`src/rtl/booth_mult_ctrl.sv`:
```
// Sequencing controller for a radix-2 Booth multiplier datapath.
// Optional macro BOOTH_CTRL_FUSED_STEP_EN merges add/sub and shift into one EVAL cycle.
module booth_mult_ctrl #(
  parameter int unsigned WIDTH = 8,
  parameter int unsigned CNT_W = (WIDTH > 1) ? $clog2(WIDTH) : 1
) (
  input  logic       clk,
  input  logic       rst,
  input  logic       req_valid,
  output logic       req_ready,
  input  logic [1:0] q_lsb,
  output logic       load_operands,
  output logic       add_multiplicand,
  output logic       subtract_multiplicand,
  output logic       shift,
  output logic       busy,
  output logic       done
);

  localparam logic [CNT_W-1:0] LAST_ITER = CNT_W'(WIDTH - 1);

  typedef enum logic [2:0] {
    IDLE  = 3'd0,
    LOAD  = 3'd1,
    EVAL  = 3'd2,
    DONE  = 3'd3
`ifndef BOOTH_CTRL_FUSED_STEP_EN
    ,SHIFT = 3'd4
`endif
  } state_t;

  state_t           state, state_nx;
  logic [CNT_W-1:0] cnt, cnt_nx;

  // State and iteration counter registers
  always_ff @(posedge clk) begin
    if (rst) begin
      state <= IDLE;
      cnt   <= '0;
    end else begin
      state <= state_nx;
      cnt   <= cnt_nx;
    end
  end

  // Next-state and Moore command decode; everything is forced low while in reset
  always_comb begin
    state_nx              = state;
    cnt_nx                = cnt;
    req_ready             = 1'b0;
    load_operands         = 1'b0;
    add_multiplicand      = 1'b0;
    subtract_multiplicand = 1'b0;
    shift                 = 1'b0;
    busy                  = 1'b0;
    done                  = 1'b0;

    unique case (state)
      IDLE: begin
        req_ready = 1'b1;
        if (req_valid) begin
          state_nx = LOAD;
          cnt_nx   = '0;
        end
      end
      LOAD: begin
        busy          = 1'b1;
        load_operands = 1'b1;
        state_nx      = EVAL;
      end
      EVAL: begin
        busy = 1'b1;
        unique case (q_lsb)
          2'b10:   subtract_multiplicand = 1'b1;
          2'b01:   add_multiplicand      = 1'b1;
          default: ;
        endcase
`ifdef BOOTH_CTRL_FUSED_STEP_EN
        shift = 1'b1;
        if (cnt == LAST_ITER) begin
          state_nx = DONE;
        end else begin
          cnt_nx   = cnt + CNT_W'(1);
          state_nx = EVAL;
        end
`else
        state_nx = SHIFT;
`endif
      end
`ifndef BOOTH_CTRL_FUSED_STEP_EN
      SHIFT: begin
        busy  = 1'b1;
        shift = 1'b1;
        if (cnt == LAST_ITER) begin
          state_nx = DONE;
        end else begin
          cnt_nx   = cnt + CNT_W'(1);
          state_nx = EVAL;
        end
      end
`endif
      DONE: begin
        busy     = 1'b1;
        done     = 1'b1;
        state_nx = IDLE;
      end
      default: state_nx = IDLE;
    endcase

    if (rst) begin
      req_ready             = 1'b0;
      load_operands         = 1'b0;
      add_multiplicand      = 1'b0;
      subtract_multiplicand = 1'b0;
      shift                 = 1'b0;
      busy                  = 1'b0;
      done                  = 1'b0;
    end
  end

endmodule

```
`config.mk`:
```
export PLATFORM = sky130hd
export DESIGN_NAME = booth_mult_ctrl
export DESIGN_NICKNAME = d
export VERILOG_FILES = /design/src/rtl/booth_mult_ctrl.sv
export SDC_FILE = /design/constraint.sdc
export NUM_CORES = 1
export LEC_CHECK = 0
export ABC_AREA = 1
export BUFFER_PORTS_ARGS = -buffer_cell sky130_fd_sc_hd__buf_2
export CAP_MARGIN = 30
export CORE_AREA = 2 2 39 41
export CTS_CLUSTER_SIZE = 25
export DETAILED_ROUTE_END_ITERATION = 8
export DIE_AREA = 0 0 41 43
export PLACE_DENSITY = 0.52
export SYNTH_ARGS = -nofsm -noshare
export SYNTH_HDL_FRONTEND = slang
export SYNTH_SLANG_ARGS = --single-unit
```
`constraint.sdc`:
```
create_clock -name clk -period 1.65 [get_ports clk]
set_clock_uncertainty 0.05 [all_clocks]
set_input_delay 0.33 -clock clk [delete_from_list [all_inputs] [get_ports clk]]
set_output_delay 0.33 -clock clk [all_outputs]
set_load 0.02 [all_outputs]
```
==> out/results.txt <==
Status -> finished, final reports clean
Synth area leader -> dfxtp_1
Share of the synthesized area in the top cell type -> 0.3529
Final max-slew violation count -> 0
CTS buffer count -> 3
CTS sink count -> 6
Skew-Pair Late Insertion Delay -> 250 ps
Sequential cell area -> 121.4 µm²
Data arrival, critical path -> 1170 ps
Final setup viols -> 0
CTS tree -> built
CP Launch Type -> flip-flop
Power Density -> 812.4 mW/mm²
Crit Path Category -> reg2out
Slew @ Worst Pin -> 189.2 ps
Synth cell types -> 16
Core ar. -> 0.001384 mm²
Initial antenna violation count -> 0
Syn Area/Cell -> 7.090 µm²
Final #Nets -> 72
Largest net degree at the start of global routing -> 9
Die width -> 41 µm
Total Power -> 362.9 µW
Sequential power share -> 0.436
Sw Ratio -> 0.2857
Setup TNS -> 0 ps
Syn-to-layout area delta -> 31.25%
CP bufs+invs -> 2
Min-delay worst type -> in2reg
Period Utilization, post-route -> 0.9409
Syn_nets -> 55
Worst relative slew slack -> 0.8737
Routability cong. -> 0.6242
LEAKAGE -> 0.0002349 µW
First-pass GRT wire length -> 1069 µm
Via count -> 333
Overall Global Routing Usage -> 0.09648
Layout cells sized above 1 -> 0.3333
Cells after Synth -> 48
CTS Hold Bufs -> 0
Seq/Total Area, Yosys -> 0.3529
Crit-path max FO -> 7
Filler instances -> 149
Max-Cap Viols -> 0
Die H -> 43 µm
Number of global-route vias before repair -> 295
Combinational power share -> 0.184
Final hold vios -> 0
Initial Util -> 0.2459
# port buffers -> 11
Worst setup EP type -> output port
DR vias/cell -> 4.215
TritonRoute pass-1 iters -> 2
WL per Instance -> 8.797 µm
Tmin final -> 1553 ps
DRC -> 0
H-tree depth -> 1
Clock Power Share -> 0.381
Yosys reg bits -> 6
Required time of the worst setup path -> 1270 ps
Antenna Cells -> 0
Final WL -> 695 µm
RSZ-0062 raised after global routing -> false
Clock tree root buffer cell -> clkbuf_4
Most frequent cells in the layout -> 11 x buf_2, 9 x inv_1, 7 x nand2_1
Worst path slowest cell -> dfxtp_2
ANT nets after route -> 0
Internal power -> 259.2 µW
Max VDD drop -> 0.0001864 V
Worst path max stage delay -> 350 ps
Fmax -> 644.1 MHz
Clk slew on worst S/H paths -> 50 ps
P_sw -> 103.7 µW
Total grt overflow -> 0
Synth top area cells -> dfxtp_1 35%, inv_1 9.9%, nand2_1 7.7%
Synth warn -> 0
Die area -> 0.001763 mm²
Number of DRC markers in iteration 0 -> 5
I/O Pins -> 12
Cell family with most CP delay -> flip-flops
Synth Cell Area -> 340.3 µm²
Std cell rows -> 14
Most common cell after layout, fill and taps aside -> buf_2
Crit path cell chain -> inv_2 > nand4_1 > nor3_2 > buf_2
Hpwl dp -> 547.9 µm
Multi-input gate area -> 182.7 µm²
Clock Tree Buf Depth -> 2
==> metal layers <==
metal,share of wire,GRT usage,wire (µm)
met5,0,0,0
met4,0.033,0.1200,23
met3,0.058,0.01571,40
met2,0.40,0.1250,275
met1,0.51,0.1129,355
==> cell families after synthesis <==
kind of cell	Yosys count	synth area share
AND/OR/NAND/NOR	24	0.3676
flip-flops	6	0.3530
AO/OA/AOI/OAI	6	0.09558
adder cells (fa/ha/maj)	2	0.07352
buffers and inverters	10	0.1103
==> flip-flops by register name, summed over array words and instances, names as in the netlist <==
register and count:
state 3, cnt 3
==> cell type report <==
class                           count  area share
Multi-Input combinational cell     32      0.4090
Clock buffer                        3     0.05042
Sequential cell                     6      0.2717
Timing Repair Buffer               12      0.1401
Tap cell                           16     0.04482
Inverter                           10     0.08403
==> stage by stage <==
| stage | util | hold slack [ps] | cell area (µm²) | worst slack (ps) | instances |
|---|---|---|---|---|---|
| final | 0.3228 | 253.0 | 446.7 | 97.49 | 79 |
| after global routing | 0.3228 | 263.2 | 446.7 | 5.122 | 79 |
| after CTS | 0.3165 | 250.3 | 437.9 | 27.24 | 78 |
| after detailed placement | 0.3002 | 413.1 | 415.4 | 206.8 | 75 |
| after global placement | 0.3002 | 410.3 | 415.4 | 231.5 | 75 |
| after floorplan | - | 349.1 | 340.3 | 242.9 | 48 |
==> cell usage after synthesis <==
master    instances
nand3_1           1
o211ai_1          1
nand2_1           7
a21oi_1           4
nand2_2           1
inv_1             9
nand3_2           1
nor2_1            6
nor2_4            1
o21ai_1           1
nor3_1            3
ha_1              2
inv_2             1
nor3_2            1
dfxtp_1           6
nand4_1           3
==> final timing paths <==
check,to,slack [ps],startpoint,depth (start not counted)
worst max-delay path,add_multiplicand,100,state[2],4
worst min-delay path,cnt[2],250,rst,2
worst max register to register,cnt[0],450,cnt[0],6
worst min register to register,cnt[2],420,cnt[2],2
==> timing repair <==
action,in CTS,in global routing
endpoints found under the hold margin,0,0
endpoints found under the setup margin,0,4
gates resized for setup,0,1
buffers inserted,0,1
==> power groups by stage <==
stage	sequential, µW	combinational, µW	clock (µW)
after floorplan	159	44.4	0
after global placement	160	63.4	0
after detailed placement	160	63.1	0
after CTS	157	63.3	147
after global routing	158	74.7	156
final	158	66.6	138
Power figures use the tool's default switching activity.
